## config.mk

```make
export PLATFORM = sky130hd
export DESIGN_NAME = pipe_stage_reg
export DESIGN_NICKNAME = d
export VERILOG_FILES = /design/src/rtl/pipe_pkg.sv /design/src/rtl/pipe_skid_buf.sv /design/src/rtl/pipe_stage_reg.sv
export SDC_FILE = /design/constraint.sdc
export NUM_CORES = 1
export LEC_CHECK = 0
export CORE_ASPECT_RATIO = 1.25
export CORE_MARGIN = 5
export CORE_UTILIZATION = 41
export CTS_CLUSTER_SIZE = 30
export DETAILED_ROUTE_END_ITERATION = 7
export GPL_TIMING_DRIVEN = 0
export PLACE_DENSITY = 0.91
export SYNTH_ARGS = -nofsm -noshare
export SYNTH_HDL_FRONTEND = slang
export SYNTH_SLANG_ARGS = --single-unit
```

## constraint.sdc

```tcl
create_clock -name clk_i -period 5 [get_ports clk_i]
set_input_delay 0.75 -clock clk_i [delete_from_list [all_inputs] [get_ports clk_i]]
set_output_delay 0.75 -clock clk_i [all_outputs]
set_load 0.005 [all_outputs]
```

## src/rtl/pipe_pkg.sv

```systemverilog
// Shared definitions for the elastic pipeline-stage register.
package pipe_pkg;

   typedef enum logic [1:0] {
      ST_EMPTY = 2'd0,
      ST_ONE   = 2'd1,
      ST_TWO   = 2'd2
   } skid_state_e;

   // Wide enough for any control bundle; users size-cast to CTRL_W.
   localparam int unsigned CTRL_NOP_W = 64;
   localparam logic [CTRL_NOP_W-1:0] CTRL_NOP = '0;

endpackage

```

## src/rtl/pipe_skid_buf.sv

```systemverilog
// Two-entry skid buffer with registered ready; head entry drives the outputs.
module pipe_skid_buf
   import pipe_pkg::*;
#(
   parameter int unsigned CTRL_W = 8,
   parameter int unsigned DATA_W = 96
) (
   input  logic              clk_i,
   input  logic              rst_i,
   input  logic              flush_i,
   input  logic              push_i,
   input  logic              pop_i,
   input  logic [CTRL_W-1:0] in_ctrl_i,
   input  logic [DATA_W-1:0] in_data_i,
   output logic              ready_o,
   output logic              valid_o,
   output logic [CTRL_W-1:0] ctrl_o,
   output logic [DATA_W-1:0] data_o
);

   skid_state_e       state_q, state_d;
   logic              rdy_q;
   logic [CTRL_W-1:0] head_ctrl_q, tail_ctrl_q;
   logic [DATA_W-1:0] head_data_q, tail_data_q;

   always_ff @(posedge clk_i or posedge rst_i) begin
      if (rst_i) begin
         state_q <= ST_EMPTY;
         rdy_q   <= 1'b1;
      end else begin
         state_q <= state_d;
         rdy_q   <= (state_d != ST_TWO);
      end
   end

   always_comb begin
      state_d = state_q;
      if (flush_i) begin
         state_d = ST_EMPTY;
      end else begin
         unique case (state_q)
            ST_EMPTY: if (push_i) state_d = ST_ONE;
            ST_ONE: begin
               if (push_i && !pop_i)      state_d = ST_TWO;
               else if (pop_i && !push_i) state_d = ST_EMPTY;
            end
            ST_TWO:   if (pop_i) state_d = ST_ONE;
            default:  state_d = ST_EMPTY;
         endcase
      end
   end

   // Flush only neutralises control; data registers keep their contents.
   always_ff @(posedge clk_i or posedge rst_i) begin
      if (rst_i) begin
         head_ctrl_q <= '0;
         tail_ctrl_q <= '0;
         head_data_q <= '0;
         tail_data_q <= '0;
      end else if (flush_i) begin
         head_ctrl_q <= CTRL_W'(CTRL_NOP);
         tail_ctrl_q <= CTRL_W'(CTRL_NOP);
      end else begin
         unique case (state_q)
            ST_EMPTY: begin
               if (push_i) begin
                  head_ctrl_q <= in_ctrl_i;
                  head_data_q <= in_data_i;
               end
            end
            ST_ONE: begin
               if (push_i && pop_i) begin
                  head_ctrl_q <= in_ctrl_i;
                  head_data_q <= in_data_i;
               end else if (push_i) begin
                  tail_ctrl_q <= in_ctrl_i;
                  tail_data_q <= in_data_i;
               end
            end
            ST_TWO: begin
               if (pop_i) begin
                  head_ctrl_q <= tail_ctrl_q;
                  head_data_q <= tail_data_q;
               end
            end
            default: ;
         endcase
      end
   end

   assign ready_o = rdy_q;
   assign valid_o = (state_q != ST_EMPTY);
   assign ctrl_o  = head_ctrl_q;
   assign data_o  = head_data_q;

endmodule

```

## src/rtl/pipe_stage_reg.sv

```systemverilog
// Elastic pipeline-stage register with flush, ctrl masking and bubble counter.
// Define PIPE_STAGE_SKID_EN for the two-entry skid buffer with registered ready.
module pipe_stage_reg
   import pipe_pkg::*;
#(
   parameter int unsigned CTRL_W = 8,
   parameter int unsigned DATA_W = 96,
   parameter int unsigned CNT_W  = 16
) (
   input  logic              clk_i,
   input  logic              rst_i,
   input  logic              flush_i,
   input  logic              in_valid_i,
   output logic              in_ready_o,
   input  logic [CTRL_W-1:0] in_ctrl_i,
   input  logic [DATA_W-1:0] in_data_i,
   output logic              out_valid_o,
   input  logic              out_ready_i,
   output logic [CTRL_W-1:0] out_ctrl_o,
   output logic [DATA_W-1:0] out_data_o,
   output logic [CNT_W-1:0]  bubble_cnt_o
);

   logic              push;
   logic              pop;
   logic              head_valid;
   logic [CTRL_W-1:0] head_ctrl;
   logic [DATA_W-1:0] head_data;
   logic [CNT_W-1:0]  bubble_q;

   assign push = in_valid_i & in_ready_o & ~flush_i;
   assign pop  = head_valid & out_ready_i;

`ifdef PIPE_STAGE_SKID_EN
   pipe_skid_buf #(
      .CTRL_W (CTRL_W),
      .DATA_W (DATA_W)
   ) u_skid (
      .clk_i     (clk_i),
      .rst_i     (rst_i),
      .flush_i   (flush_i),
      .push_i    (push),
      .pop_i     (pop),
      .in_ctrl_i (in_ctrl_i),
      .in_data_i (in_data_i),
      .ready_o   (in_ready_o),
      .valid_o   (head_valid),
      .ctrl_o    (head_ctrl),
      .data_o    (head_data)
   );
`else
   logic              valid_q;
   logic [CTRL_W-1:0] ctrl_q;
   logic [DATA_W-1:0] data_q;

   always_ff @(posedge clk_i or posedge rst_i) begin
      if (rst_i) begin
         valid_q <= 1'b0;
         ctrl_q  <= '0;
         data_q  <= '0;
      end else if (flush_i) begin
         valid_q <= 1'b0;
         ctrl_q  <= CTRL_W'(CTRL_NOP);
      end else if (push) begin
         valid_q <= 1'b1;
         ctrl_q  <= in_ctrl_i;
         data_q  <= in_data_i;
      end else if (pop) begin
         valid_q <= 1'b0;
      end
   end

   assign in_ready_o = ~valid_q | out_ready_i;
   assign head_valid = valid_q;
   assign head_ctrl  = ctrl_q;
   assign head_data  = data_q;
`endif

   always_ff @(posedge clk_i or posedge rst_i) begin
      if (rst_i) begin
         bubble_q <= '0;
      end else if (out_ready_i && !head_valid && (bubble_q != '1)) begin
         bubble_q <= bubble_q + 1'b1;
      end
   end

   assign out_valid_o  = head_valid;
   assign out_ctrl_o   = head_valid ? head_ctrl : CTRL_W'(CTRL_NOP);
   assign out_data_o   = head_data;
   assign bubble_cnt_o = bubble_q;

endmodule

```

Yosys cells after proc, flatten, opt, wreduce, memory -nomap -nowiden
Index checks and enable logic that the tools add are counted.
Widths: inputs -> output; s select.
Storage, ports and cells
  flip-flop bits (word level): 121
  input port bits: 109
  output and inout bits: 122
  word-level logic and storage cells: 24
Cells by class
  $add $sub $neg: 1
  equality and inequality tests: 1
  muxes and demuxes: 6
  bitwise logic cells: 6
  reductions and logical operators: 6
Operators by type and width (count)
  $mux 8: 3
  $add 16x1->16 const B: 1
  $ne 16x16->1 const B: 1
  $and 1x1->1: 3
  $mux 1: 3
  $reduce_bool 3->1: 1
  $logic_and 1x1->1: 2
  $not 1->1: 2
  $reduce_and 2->1: 1
  $reduce_bool 2->1: 1
  $logic_not 1->1: 1
  $or 1x1->1: 1

Depth between registers and ports, before layout
Gate-level depths: netlist of the first run.
  depth after elaboration: 6
  depth in mapped cells: 6
  mapped depth without buffers: 5

Least setup slack after synthesis of the first run
OpenSTA, ideal clock, no wires.
  path type: in2reg
  start point: input out_ready_i
  end point: register data_q[20] (netlist: out_data_o[20])
  setup time: 0.127 ns
  arrival: 1.664 ns
  data required time: 4.873 ns
  setup slack: 3.208 ns
  stages: 6
  path buffers: 2
  cell sequence: nand2b_4 -> nand2_2 -> nor2_4 -> buf_6 -> buf_6 -> mux2_1
Between the ends
  longest elaborated chain between the ends: 4
RTL lines
  start: declaration: line pipe_stage_reg.sv:18  | input logic out_ready_i,
  $or 1x1->1: line pipe_stage_reg.sv:73  | assign in_ready_o = ~valid_q | out_ready_i;
  $and 1x1->1 (2 in a row): line pipe_stage_reg.sv:31  | assign push = in_valid_i & in_ready_o & ~flush_i;
  $reduce_and 2->1 (no line)
  end signal: assignment: line pipe_stage_reg.sv:67  | data_q <= in_data_i;
  end: declaration: line pipe_stage_reg.sv:54  | logic [DATA_W-1:0] data_q;
No other way between the ends.
A chain may end at the register's enable or synchronous reset.

Worst setup path in the final report of the first run
  start point: input out_ready_i
  end point: output in_ready_o
Between the ends
  longest elaborated chain between the ends: 1
RTL lines
  $or 1x1->1: line pipe_stage_reg.sv:73
  end: declaration: line pipe_stage_reg.sv:14  | output logic in_ready_o,
No other way between the ends.

==> results.md, run 1 <==
### Die
• width of the die: 107 µm
• count of standard-cell rows: 44
• DIE AREA: 14000 µm²
• chip height: 131 µm
• top-level I/O count: 231
• initial core utilization: 41.5%
• core outline area: 11600 µm²

### Cells and area
• Antenna Diode Count: 0
• area growth from synthesis to layout: 63.4%
• fraction of the core area covered by cells at the end of the flow: 67.8%
• Total Nets Final: 664
• multi-input logic area: 1640 µm²
• area of all sequential standard cells: 3030 µm²
• count of filler cells inserted in the layout: 818
• cell area after layout: 7840 µm²
• layout cell share with drive strength beyond 1: 16.8%

### Synth
• total nets after synthesis: 414
• share of the synthesized area in the top cell type: 63.1%
• sequential area share after synthesis: 63.1%
• post-synthesis sequential element count: 121
• synth top area cells: sky130_fd_sc_hd__dfrtp_1 (63%), sky130_fd_sc_hd__mux2_1 (12%), sky130_fd_sc_hd__mux2_2 (10%), sky130_fd_sc_hd__buf_6 (1.9%), sky130_fd_sc_hd__xnor2_1 (1.6%)
• Ys Warns: 0
• mean area per synthesized cell: 15.8 µm²
• Post-Syn Area: 4800 µm²
• number of unique standard cell types used by synthesis: 31
• area leader, netlist: sky130_fd_sc_hd__dfrtp_1
• number of instances in the synthesized netlist: 304

### Flow run
• Max-cap violations: 0

### Global route
• overall track demand over capacity in global routing: 19.2%
• via count of the first global-routing pass: 3983
• first-pass GRT wire length: 20600 µm
• largest net degree at the start of global routing: 68
• number of antenna violations at the first check in global routing: 0
• GRT Residual Overflow: 0

### Detailed routing
• routed wire length: 13100 µm
• number of vias after detailed routing: 3470
• Iteration-0 DRC Markers: 68
• count of nets left with antenna violations after detail routing: 0
• detailed-route DRC error count: 0
• routed wire length per instance: 18.6 µm
• Avg Vias per Cell: 4.94
• number of detailed-route iterations in the first pass: 4

### STA
• Final setup violation count: 0
• post-route fraction of the period consumed by the critical path: 56.0%
• Worst Setup Slack, final: 2200 ps
• final clock skew: 7.69 ps
• f_max: 0.357 GHz
• max-slew headroom at the worst pin: 50.6%
• setup repair after global routing missed its margin: false
• final max-slew violation count: 0
• hold violation count in the final report: 0
• transition time of the tightest slew-check pin: 741 ps
• time the final worst path needs with I/O delays and setup: 2800 ps

### Clock tree
• Clock transition at path regs: 50 ps
• number of H-tree levels: 4
• maximum clock insertion buffer count: 2
• number of gates resized after CTS: 0
• CTS tree: yes
• clk root buf: sky130_fd_sc_hd__clkbuf_16
• clock latency of the later-clocked register in the worst-skew pair: 400 ps
• count of clock tree sinks: 121
• number of buffers created by CTS: 17
• post-CTS setup-driven buffer insertion count: 0
• hold-fix buffer count after cts: 0

### Status
• status: finished clean

### Power
• static leakage: 3.30 nW
• worst IR drop on VDD: 239 µV
• cell area power density: 390 nW/µm²

### Critical path
• critical path startpoint category: input port
• critical path capture point type: output port
• Critical Setup Path Class: input port to output port
• Worst EP arrival: 2050 ps
• maximum fanout encountered on the critical timing path: 4
• sequence of cells on the critical path: clkdlybuf4s50_1 -> nand2b_4 -> clkdlybuf4s50_1
• Largest stage delay, worst path: 580 ps
• cell with the biggest individual delay on the critical path: sky130_fd_sc_hd__clkdlybuf4s50_1
• required time reported for the critical path endpoint: 4250 ps
• cell type with the highest occurrence count on the critical path: sky130_fd_sc_hd__clkdlybuf4s50_1

### Place
• final HPWL from detailed placement: 10200 µm
• area after detailed placement: 7300 µm²
• pre-CTS worst setup slack: 2200 ps
• Final GP Congestion: 0.781
• Buffers on Ports: 230

### Worst hold path
• min-delay worst type: flop to flop

[metrics by stage]
stage	hold slack (ps)	power, mW	setup TNS [ps]	instances
after global routing	501	3.20	0	702
after CTS	487	3.10	0	702
final	483	3.06	0	702
after floorplan	458	1.48	0	304
after detailed placement	475	1.97	0	673
after global placement	468	1.93	-51430	672
[flip-flops by register name, indices dropped and copies added (netlist names)]
signal        count
bubble_cnt_o     16
out_valid_o       1
out_data_o       96
ctrl_q            8
[metal layers]
layer	up-vias	share of wire [%]	wire length, µm	global-route usage [%]
met2	160	54	7050	35.0
met4	0	2.4	314	8.58
li1	1586	-	-	-
met3	23	8.7	1140	7.62
met1	1701	35	4570	19.5
met5	-	0	0	0
[cell families after synthesis]
logic type / count (synthesis) / share of synthesized area [%]
AOI/OAI and AO/OA: 18 / 2.66
and+or+nand+nor: 41 / 6.26
buffers and inverters: 15 / 2.77
DFF: 121 / 63.1
xor gates and xnor gates: 10 / 1.83
muxes: 98 / 23.1
adders and majority gates: 1 / 0.261
[layout by cell type, fill, tap and decap left out, types with 2 or more instances in the layout]
cell type,n
sky130_fd_sc_hd__and4b_1,2
sky130_fd_sc_hd__nand3_1,7
sky130_fd_sc_hd__a31oi_1,3
sky130_fd_sc_hd__mux2_1,53
sky130_fd_sc_hd__buf_6,8
sky130_fd_sc_hd__clkinvlp_4,4
sky130_fd_sc_hd__a21oi_1,6
sky130_fd_sc_hd__xnor2_1,9
sky130_fd_sc_hd__clkbuf_8,2
sky130_fd_sc_hd__clkinv_2,3
sky130_fd_sc_hd__buf_4,4
sky130_fd_sc_hd__nand4_1,3
sky130_fd_sc_hd__nand2_1,4
sky130_fd_sc_hd__and3_1,3
sky130_fd_sc_hd__mux2_2,44
sky130_fd_sc_hd__a22o_1,8
sky130_fd_sc_hd__clkbuf_16,17
sky130_fd_sc_hd__clkdlybuf4s50_1,230
sky130_fd_sc_hd__and2_1,10
sky130_fd_sc_hd__dfrtp_1,121
sky130_fd_sc_hd__nand2b_4,2
sky130_fd_sc_hd__clkbuf_1,2
sky130_fd_sc_hd__and4_1,2
[area by class of cell]
class                           count  area share [%]
Buffer                             13            1.60
Clock buffer                       21            5.88
Clock inverter                      8           0.958
Inverter                            2           0.128
Multi-Input combinational cell    168            20.9
Sequential cell                   121            38.6
Tap cell                          138            2.20
Timing Repair Buffer              231            29.7
[worst max-delay path, delay by kind of cell]
family,cells,cell delay [ps]
and+or+nand+nor,1,190
buffers and inverters,2,1110
[cell usage after synthesis]
cell and number:
sky130_fd_sc_hd__nor3_4 1, sky130_fd_sc_hd__and3_1 3, sky130_fd_sc_hd__and2_1 10, sky130_fd_sc_hd__and4_1 2, sky130_fd_sc_hd__a41oi_1 1, sky130_fd_sc_hd__xnor2_1 9, sky130_fd_sc_hd__buf_4 4, sky130_fd_sc_hd__nand4_4 1
sky130_fd_sc_hd__nand2b_4 2, sky130_fd_sc_hd__nand2_1 4, sky130_fd_sc_hd__buf_6 8, sky130_fd_sc_hd__nor2_1 1, sky130_fd_sc_hd__mux2_1 53, sky130_fd_sc_hd__xor2_1 1, sky130_fd_sc_hd__nor2_4 1, sky130_fd_sc_hd__mux2_2 44
sky130_fd_sc_hd__ha_1 1, sky130_fd_sc_hd__a22o_1 8, sky130_fd_sc_hd__nand2_2 1, sky130_fd_sc_hd__nor2b_1 1, sky130_fd_sc_hd__dfrtp_1 121, sky130_fd_sc_hd__and4b_1 2, sky130_fd_sc_hd__and4_4 1, sky130_fd_sc_hd__mux2_4 1
sky130_fd_sc_hd__a21oi_1 6, sky130_fd_sc_hd__nand4_1 3, sky130_fd_sc_hd__inv_1 2, sky130_fd_sc_hd__a31oi_1 3, sky130_fd_sc_hd__nand3_1 7, sky130_fd_sc_hd__buf_2 1, sky130_fd_sc_hd__and2_4 1
[path summary, 6_finish.rpt]
path | startpoint | endpoint | slack, ps | cells after the start
worst max-delay path | out_ready_i | in_ready_o | 2200 | 3
min in group asynchronous | rst_i | out_data_o[37] | 810 | 2
worst max register to register | bubble_cnt_o[0] | bubble_cnt_o[1] | 3270 | 5
worst min register to register | out_data_o[53] | out_data_o[53] | 480 | 1
worst min-delay path | out_data_o[53] | out_data_o[53] | 480 | 1
max in group asynchronous | rst_i | out_data_o[89] | 3430 | 3
[where the power goes]
group	switching (mW)	leakage (nW)	internal, mW
Sequential	0.109	1.46	1.14
Combinational	0.218	1.58	0.477
Clock	0.411	0.253	0.697
Total	0.738	3.30	2.32
Note: power is estimated with default switching activity, not from simulation.
==> run 2, diff against run 1 <==
--- a/config.mk
+++ b/config.mk
@@ -7,11 +7,11 @@
 export LEC_CHECK = 0
 export CORE_ASPECT_RATIO = 1.25
 export CORE_MARGIN = 5
-export CORE_UTILIZATION = 41
+export CORE_UTILIZATION = 37
 export CTS_CLUSTER_SIZE = 30
 export DETAILED_ROUTE_END_ITERATION = 7
 export GPL_TIMING_DRIVEN = 0
-export PLACE_DENSITY = 0.91
+export PLACE_DENSITY = 0.87
 export SYNTH_ARGS = -nofsm -noshare
 export SYNTH_HDL_FRONTEND = slang
 export SYNTH_SLANG_ARGS = --single-unit
==> constraint.sdc (replaced) <==
create_clock -name clk_i -period 2.35 [get_ports clk_i]
set_input_delay 0.3525 -clock clk_i [delete_from_list [all_inputs] [get_ports clk_i]]
set_output_delay 0.3525 -clock clk_i [all_outputs]
set_load 0.005 [all_outputs]
==> run 2 against run 1 <==
Against the previous run: clock power grew to 2.6 times the previous value; register-to-register slack lost 2700 ps; via count grew 0.55%; sequential power grew 110%; core utilization shrank 4.8 points; cell count grew 4.8%; final area grew 2.2%; wire length grew 1.1%; total power grew 130%; combinational power grew 110%; largest cell class unchanged.
==> results.md, run 2 (synthesis gave the netlist of run 1 again) <==
### STA
• time the final worst path needs with I/O delays and setup: 1980 ps
• post-route fraction of the period consumed by the critical path: 84.3%
• hold violation count in the final report: 0
• transition time of the tightest slew-check pin: 927 ps
• Worst Setup Slack, final: 369 ps
• setup repair after global routing missed its margin: false
• Final setup violation count: 0
• final clock skew: 5.62 ps
• f_max: 0.505 GHz
• max-slew headroom at the worst pin: 38.2%
• final max-slew violation count: 0

### Clock tree
• Clock transition at path regs: 60 ps
• CTS tree: yes
• maximum clock insertion buffer count: 2
• number of buffers created by CTS: 17
• number of gates resized after CTS: 0
• clock latency of the later-clocked register in the worst-skew pair: 400 ps
• hold-fix buffer count after cts: 0
• post-CTS setup-driven buffer insertion count: 0
• number of H-tree levels: 4
• count of clock tree sinks: 121
• clk root buf: sky130_fd_sc_hd__clkbuf_16

### Power
• total chip power: 7.03 mW
• worst IR drop on VDD: 591 µV
• cell area power density: 878 nW/µm²
• static leakage: 3.35 nW

### Cells and area
• area of all sequential standard cells: 3030 µm²
• Total Nets Final: 665
• number of standard cells in the final layout excluding fillers: 736
• count of filler cells inserted in the layout: 962
• Antenna Diode Count: 0
• multi-input logic area: 1640 µm²
• cell area after layout: 8010 µm²
• most frequent standard cell in the layout excluding fill and tap cells: sky130_fd_sc_hd__clkdlybuf4s50_1
• leading cell types in the layout, fill and taps excluded: sky130_fd_sc_hd__clkdlybuf4s50_1 (230), sky130_fd_sc_hd__dfrtp_1 (121), sky130_fd_sc_hd__mux2_1 (53)
• area growth from synthesis to layout: 67.0%
• flip-flop count of the largest register, all copies and words added: 96
• layout cell share with drive strength beyond 1: 17.6%

### Place
• Final GP Congestion: 0.769
• Buffers on Ports: 230
• pre-CTS worst setup slack: 66.3 ps
• total placed cells including tap cells: 704
• final HPWL from detailed placement: 10200 µm
• area after detailed placement: 7350 µm²

### Detailed routing
• Avg Vias per Cell: 4.74
• routed wire length per instance: 18.0 µm
• Iteration-0 DRC Markers: 96
• count of nets left with antenna violations after detail routing: 0
• detailed-route DRC error count: 0
• routed wire length: 13200 µm
• number of vias after detailed routing: 3489
• number of detailed-route iterations in the first pass: 4

### Global route
• first-pass GRT wire length: 20900 µm
• largest net degree at the start of global routing: 46
• via count of the first global-routing pass: 3881
• GRT Residual Overflow: 0
• overall track demand over capacity in global routing: 17.4%
• number of antenna violations at the first check in global routing: 0

### Flow run
• Max-cap violations: 0

### Die
• count of standard-cell rows: 46
• top-level I/O count: 231
• width of the die: 112 µm
• core outline area: 12700 µm²
• chip height: 137 µm
• DIE AREA: 15400 µm²
• initial core utilization: 37.7%

### Critical path
• flop-to-flop setup slack: 620 ps
• Critical Setup Path Class: flop to output port
• critical path startpoint category: flop
• critical path capture point type: output port
• Worst EP arrival: 1630 ps
• required time reported for the critical path endpoint: 2000 ps
• maximum fanout encountered on the critical timing path: 10
• Worst Reg2Reg Path Length in Cells: 5

### Status
• status: finished clean

### Worst hold path
• min-delay worst type: input port to async pin

run 2: cell count changes in the layout (fill, tap and decap cells not counted), sizes merged:
cell	change
clkinvlp	+1
inv	+2
bufinv	+4
buf	+1
clkinv	-2
clkbuf	-2
run 2: critical path: stages, from the launching register on:
cell and delay [ps]:
sky130_fd_sc_hd__dfrtp_1 420, sky130_fd_sc_hd__buf_6 160, sky130_fd_sc_hd__and2_1 140, sky130_fd_sc_hd__clkdlybuf4s50_1 510
run 2: metal layers:
metal	wire length [µm]	global-route usage [%]
met1	4910	19.1
met2	6930	30.8
met3	1070	6.85
met4	299	6.22
met5	0	0
run 2: cell type report:
class / instances / area share [%]
clock inverter: 13 / 2.69
multi-input combinational: 168 / 20.4
inverter: 2 / 0.141
tap: 168 / 2.62
buffer: 13 / 1.56
timing repair buffer: 232 / 29.2
sequential: 121 / 37.8
clock buffer: 19 / 5.53
run 2: path summary, 6_finish.rpt:
path / endpoint / startpoint
worst min register to register: out_data_o[55] / out_data_o[55]
max in group asynchronous: out_data_o[3] / rst_i
worst max register to register: bubble_cnt_o[1] / bubble_cnt_o[0]
worst max-delay path: out_ctrl_o[5] / out_valid_o
worst min-delay path: out_data_o[30] / rst_i
min in group clk_i: out_data_o[55] / out_data_o[55]
run 2: power by group:
group	internal, mW	total, mW	switching, mW
clock	1.92	2.89	0.963
combinational	1.02	1.49	0.468
sequential	2.43	2.66	0.225
total	5.37	7.03	1.66
run 2: metrics by stage:
stage / setup TNS (ps) / hold WS (ps) / utilization [%]
2_1_floorplan: 0 / 416 / -
3_3_place_gp: -59340 / 466 / 57.5
3_5_place_dp: 0 / 474 / 57.8
4_1_cts: 0 / 443 / 63.0
5_1_grt: 0 / 494 / 63.0
6_report: 0 / 444 / 63.0
